`config.mk`:
```
export PLATFORM = sky130hd
export DESIGN_NAME = pool_window_gen
export DESIGN_NICKNAME = d
export VERILOG_FILES = /design/src/rtl/pool_window_gen.sv
export SDC_FILE = /design/constraint.sdc
export NUM_CORES = 1
export LEC_CHECK = 0
export ABC_CLOCK_PERIOD_IN_PS = 2700
export BUFFER_PORTS_ARGS = -buffer_cell sky130_fd_sc_hd__buf_2
export CORE_MARGIN = 3
export CORE_UTILIZATION = 55
export DETAILED_ROUTE_END_ITERATION = 10
export GPL_ROUTABILITY_DRIVEN = 0
export PLACE_DENSITY = 0.74
export SLEW_MARGIN = 20
export SYNTH_ARGS = -nofsm -noshare
export SYNTH_HDL_FRONTEND = slang
export SYNTH_SLANG_ARGS = --single-unit
```
`constraint.sdc`:
```
create_clock -name clk -period 2.7 [get_ports clk]
set_input_delay 0.27 -clock clk [delete_from_list [all_inputs] [get_ports clk]]
set_output_delay 0.27 -clock clk [all_outputs]
set_load 0.02 [all_outputs]
```
`src/rtl/pool_window_gen.sv`:
```
// Purpose    : 2x2 stride-2 window generator feeding the max-pool comparator; buffers one even row.
// Latency    : win_valid rises one cycle after the bottom-right pixel of a window is accepted.
// Backpressure: pix_ready = !win_valid || win_ready; input stalls only while a window is held.
//
// Ports:
//   clk, rst              clock and synchronous active-high reset
//   pix_in/pix_valid/pix_ready   raster-order pixel stream in
//   win_out/win_valid/win_ready  2x2 window out ([0][0] TL, [0][1] TR, [1][0] BL, [1][1] BR)
//   frame_done            one-cycle pulse when the last window of a frame is accepted
// Optional: define POOL_WINDOW_POS_EN to add win_row/win_col (pooled-output coordinates of win_out).
module pool_window_gen #(
   parameter int DATA_WIDTH = 8,
   parameter int IMG_WIDTH  = 8,
   parameter int IMG_HEIGHT = 8,
   localparam int POS_W = $clog2(((IMG_WIDTH > IMG_HEIGHT) ? IMG_WIDTH : IMG_HEIGHT) / 2 + 1)
) (
   input  logic                             clk,
   input  logic                             rst,
   input  logic [DATA_WIDTH-1:0]            pix_in,
   input  logic                             pix_valid,
   output logic                             pix_ready,
   output logic [1:0][1:0][DATA_WIDTH-1:0]  win_out,
   output logic                             win_valid,
   input  logic                             win_ready,
`ifdef POOL_WINDOW_POS_EN
   output logic [POS_W-1:0]                 win_row,
   output logic [POS_W-1:0]                 win_col,
`endif
   output logic                             frame_done
);

   localparam int CW = $clog2(IMG_WIDTH);
   localparam int RW = $clog2(IMG_HEIGHT);

   localparam logic [CW-1:0] COL_LAST     = CW'(IMG_WIDTH - 1);
   localparam logic [RW-1:0] ROW_LAST     = RW'(IMG_HEIGHT - 1);
   // Last row/column that completes a window; a trailing odd row/column never does.
   localparam logic [CW-1:0] COL_LAST_WIN = CW'((IMG_WIDTH / 2) * 2 - 1);
   localparam logic [RW-1:0] ROW_LAST_WIN = RW'((IMG_HEIGHT / 2) * 2 - 1);

   localparam logic [0:0] S_EVEN = 1'b0;
   localparam logic [0:0] S_ODD  = 1'b1;

   logic [0:0]            state;
   logic [CW-1:0]         col;
   logic [RW-1:0]         row;
   logic [DATA_WIDTH-1:0] line_buf [IMG_WIDTH];
   logic [DATA_WIDTH-1:0] left_reg;
   logic                  win_last;

   logic          accept;
   logic          col_end;
   logic          row_end;
   logic          load_win;
   logic [CW-1:0] col_prev;

   assign pix_ready  = !win_valid || win_ready;
   assign accept     = pix_valid && pix_ready;
   assign col_end    = (col == COL_LAST);
   assign row_end    = (row == ROW_LAST);
   assign load_win   = accept && (state == S_ODD) && col[0];
   assign col_prev   = col - CW'(1);
   assign frame_done = win_valid && win_ready && win_last;

   always_ff @(posedge clk) begin
      if (rst) begin
         state     <= S_EVEN;
         col       <= '0;
         row       <= '0;
         win_valid <= 1'b0;
         win_out   <= '0;
         win_last  <= 1'b0;
`ifdef POOL_WINDOW_POS_EN
         win_row   <= '0;
         win_col   <= '0;
`endif
      end else begin
         if (accept) begin
            if (col_end) begin
               col <= '0;
               if (row_end) begin
                  // Frame wrap always restarts on an even row, even for odd heights.
                  row   <= '0;
                  state <= S_EVEN;
               end else begin
                  row   <= row + RW'(1);
                  state <= (state == S_EVEN) ? S_ODD : S_EVEN;
               end
            end else begin
               col <= col + CW'(1);
            end
         end

         // A load in the same cycle as the downstream take keeps win_valid high.
         if (load_win) begin
            win_valid     <= 1'b1;
            win_out[0][0] <= line_buf[col_prev];
            win_out[0][1] <= line_buf[col];
            win_out[1][0] <= left_reg;
            win_out[1][1] <= pix_in;
            win_last      <= (row == ROW_LAST_WIN) && (col == COL_LAST_WIN);
`ifdef POOL_WINDOW_POS_EN
            win_row       <= POS_W'(row >> 1);
            win_col       <= POS_W'(col >> 1);
`endif
         end else if (win_ready) begin
            win_valid <= 1'b0;
         end
      end
   end

   // Data-only storage: contents are don't-care after reset, so no reset branch.
   always_ff @(posedge clk) begin
      if (accept && (state == S_EVEN)) begin
         line_buf[col] <= pix_in;
      end
      // A trailing even column of an odd-width row lands here too but is never used.
      if (accept && (state == S_ODD) && !col[0]) begin
         left_reg <= pix_in;
      end
   end

endmodule
```
* Word-level counts from Yosys, hierarchy flattened
Memory sizes are Yosys's and may differ from the RTL's. A register that Yosys moved wholly into a read port is not among the register bits. Index checks and enable logic that the tools add are counted.
Word-level totals: memory bits (read-only) 0, word-level logic and storage cells 36, latch bits 0, bits in writable memories 64, bits of input ports 12, bits in registers 33, output and inout port bits 35, memories 1
Memory list:
- line_buf | depth 8, width 8, read ports 2, clocked after memory_dff 2, wr ports 1, line 47 | logic [DATA_WIDTH-1:0] line_buf [IMG_WIDTH];
Operators by class: bitwise gates (word level) 1, eq/ne operators 2, multiply operators 0, $lt $le $gt $ge 0, shift-type cells 0, mux-type cells 8, divide/modulo/power cells 0, $add $sub $neg 3, reduce and logical (&&, ||, !) cells 13
Operator list (count):
- logical AND 1 bit | 8
- adder 3 x 1 -> 3 bit (second input constant) | 2
- equality test 3 bit (second input constant) | 2
- two-way mux 1 bit | 6
- two-way mux 3 bit | 2
- subtractor 3 x 1 -> 3 bit (second input constant) | 1
- zero test 1 bit | 2
- AND reduction 2 bit | 1
- nonzero test 2 bit | 1
- logical OR 1 bit | 1
- NOT 1 bit | 1

* Depth between registers and ports, before layout
word-level depth 6, gate-level depth with buffers 8, gate-level depth less buffers 6

* Worst setup path before layout
Ideal clock, no wire load.
path kind register to register, from register win_valid, to memory line_buf[1][0], enable pin, setup slack 0.519 ns, stages on the path, launching flop included 6, data required time 2.317 ns, setup time 0.383 ns, data arrival time 1.798 ns, buffers on the path 1, clock period less this slack 2.181 ns, cell sequence dfxtp_1 > nand2b_1 > buf_2 > nand2_1 > or3_1 > nor3_1
On the way: word-level cells in the longest chain between the ends 6
RTL lines:
- start, declared | line 23 | output logic win_valid,
- start signal, assigned | line 70 | win_valid <= 1'b0;
- start signal, assigned | line 96 | win_valid <= 1'b1;
- start signal, assigned | line 107 | win_valid <= 1'b0;
- zero test 1 bit | line 57 | assign pix_ready = !win_valid || win_ready;
- logical OR 1 bit | line 57
- named net pix_ready | line 21 | output logic pix_ready,
- logical AND 1 bit | line 58 | assign accept = pix_valid && pix_ready;
- logical AND 1 bit | line 114 | if (accept && (state == S_EVEN)) begin
- two-way mux 1 bit | line 114
- two-way mux 1 bit (implied by the code) | line 115 | line_buf[col] <= pix_in;
- end, declared | line 47
The timed path passes the listed nets, and every way through them passes these cells.

* Final worst setup path
from register win_valid, to memory line_buf[3][3], enable pin
On the way: word-level cells in the longest chain between the ends 6
RTL lines (line):
- zero test 1 bit | 57
- logical OR 1 bit | 57
- logical AND 1 bit | 58
- logical AND 1 bit | 114
- two-way mux 1 bit | 114
- two-way mux 1 bit (implied by the code) | 115
No other way between the ends.

==> impl_metrics.tcl <==
set metrics [dict create \
    outcome "finished clean" \
    clock-root-buffer "clkbuf_8" \
    tightest_slew_ps 750 \
    slowest_delay_ps 590 \
    dr.pass1.iters 4 \
    grt_pass1_vias 2400 \
    synth_cell_type_count 26 \
    crit_slowest_cell "nor2_1" \
    fin_worst_skew_ps 6.05 \
    postCtsSetupBuffers 0 \
    synthArstFlopShare 0 \
    drc 0 \
    port_buffers 46 \
    p_leak_nw 1.88 \
    power_frac_comb 0.033 \
    fp.dieW_um 93.3 \
    synth_top_area_cell "edfxtp_1" \
    min_period_ps 2220 \
    track_usage 0.203 \
    critPathRequiredTime_ps 2840 \
    cp-start-kind "register" \
    final-setup-viol-count 0 \
    synth_edf_count 72 \
    setup_slack_ps 481 \
    vias 2543 \
    num_rows 31 \
    syn-num-nets 312 \
    final_antenna_net_count 0 \
    viasPerCell 5.52 \
    clock_power_share 0.532 \
    routed_wl_um 8350 \
    swShare 0.201 \
    largest_reg_flops 64 \
    ys_seq_elements 113 \
    end_kind "register" \
    drtIter0Drc 175 \
    cts_tree "built" \
    core-area_um2 7330 \
    grt_start_max_net_pins 42 \
    clk_path_buf_depth 2 \
    postSynthCellCount 295 \
    ys_top_cells_by_count "72 x edfxtp_1, 62 x nand2_1, 41 x dfxtp_1, 33 x a21oi_1, 19 x nor2_1" \
    cap_violations 0 \
    cp.arrival_ps 2360 \
    hpwl_um 5100 \
    synth_area_per_cell_um2 14.2 \
    pre_cts_ws_ps 461 \
    netlist.area_leader.share 0.516 \
    synth_area_leaders "edfxtp_1 52%, dfxtp_1 20%, nand2_1 5.5%" \
    start_util 0.572 \
    slew_viol_final 0 \
    grt-ovfl-total 0 \
    hold_path_class "in -> reg" \
    hold_buffers 0 \
    ctsResizeCount 0 \
    synth-seq-area-share 0.711 \
    slew_headroom 0.500 \
    powerDensity_nw_per_um2 836 \
    yosysWarnings 0 \
    wire_per_inst_um 18.1 \
    worst-path-max-fanout 8 \
    cts.clk_slew.worst_paths_ps 60 \
    period_share 0.822 \
    synth_area_um2 4190 \
    synth_most_common_cell "edfxtp_1" \
    htreeDepth 4 \
    fmax_ghz 0.451 \
    antenna_found_initial 0 \
    drive_above_1_share 0.268 \
    ir_drop_mv 0.588 \
    critPathKind "reg -> reg" \
    diodes 0 \
    clk_latency_ps 510 \
    pwr-share-seq 0.435 \
    rsz0062_at_grt "no" \
    syn2layout_area_growth_pct 22.3 \
    synth_flop_cell "edfxtp_1" \
    power.net_switching_mw 0.862 \
    grt_first_pass_wirelength_um 12900 \
    final-hold-violation-count 0 \
    io_pins 47 \
    numCtsBuffers 17 \
    p_int_mw 3.43 \
    tns_ps 0 \
    dieArea_um2 8710 \
    numClockSinks 113 \
    crit_chain "nand2b_1, nand2_1, or3_1, nor2_1" \
    die_height_um 93.3 \
    nets 366 \
]
[power groups by stage]
stage,combinational (mW),clock (mW),sequential [mW]
after floorplan,0.0898,0,1.90
after detailed placement,0.140,0,1.90
after global routing,0.153,2.38,1.87
after global placement,0.138,0,1.90
after CTS,0.141,2.30,1.87
final,0.141,2.28,1.87
[worst paths after layout]
kind,start,to,slack (ps),cells past startpoint
max,win_valid,line_buf[3][3],480,4
max reg2reg,win_valid,line_buf[3][3],480,4
min,pix_valid,col[2],90,3
min reg2reg,win_out[18],win_out[18],450,2
[cell families after synthesis]
family                   synth area share
XOR/XNOR                          0.00656
adder cells (fa/ha/maj)            0.0149
flip-flops                          0.711
AND/OR/NAND/NOR                     0.107
AO/OA/AOI/OAI                      0.0415
buffers and inverters              0.0239
multiplexers                       0.0946
[placed cells by master (no fill, tap or decap), types with 2 or more instances in the layout]
master / netlist / routed
bufinv_16: 0 / 3
nor3_1: 8 / 8
clkbuf_16: 0 / 18
edfxtp_1: 72 / 72
a21oi_1: 33 / 33
nor2_1: 19 / 19
mux4_1: 7 / 7
buf_2: 8 / 46
nand3_1: 3 / 3
mux4_2: 9 / 9
clkinv_4: 0 / 4
or3_1: 5 / 5
dfxtp_1: 41 / 41
nand2b_1: 2 / 2
inv_1: 2 / 2
clkinv_2: 0 / 4
ha_1: 5 / 5
buf_4: 0 / 7
nand2_1: 62 / 62
[worst max-delay path: cells and delay by family (launching register included)]
kind	cells	cell delay, ps
simple gates	4	1520
flops	1	320
[stage by stage]
stage               cells  hold slack, ps  cell area [um^2]   util  total power, mW
detailed placement    429             445              4510  0.615             2.04
global placement      429             436              4510  0.615             2.04
floorplan             295             369              4190      -             1.99
global route          461             109              5130  0.699             4.40
finish                461            94.3              5130  0.699             4.29
CTS                   461            82.8              5130  0.699             4.30
[area by class of cell]
class | instances | area (um^2)
multi-input cells | 162 | 1110
fillers | 474 | 2200
repair buffers | 53 | 283
well taps | 99 | 124
flip-flops and latches | 113 | 2980
clock buffers | 19 | 464
inverters | 2 | 7.51
clock inverters | 13 | 155
[layer usage]
metal	track usage	wire (um)
met1	0.280	3710
met2	0.298	3940
met3	0.0732	586
met4	0.0757	116
met5	0	0
(Power assumes the default switching activity.)
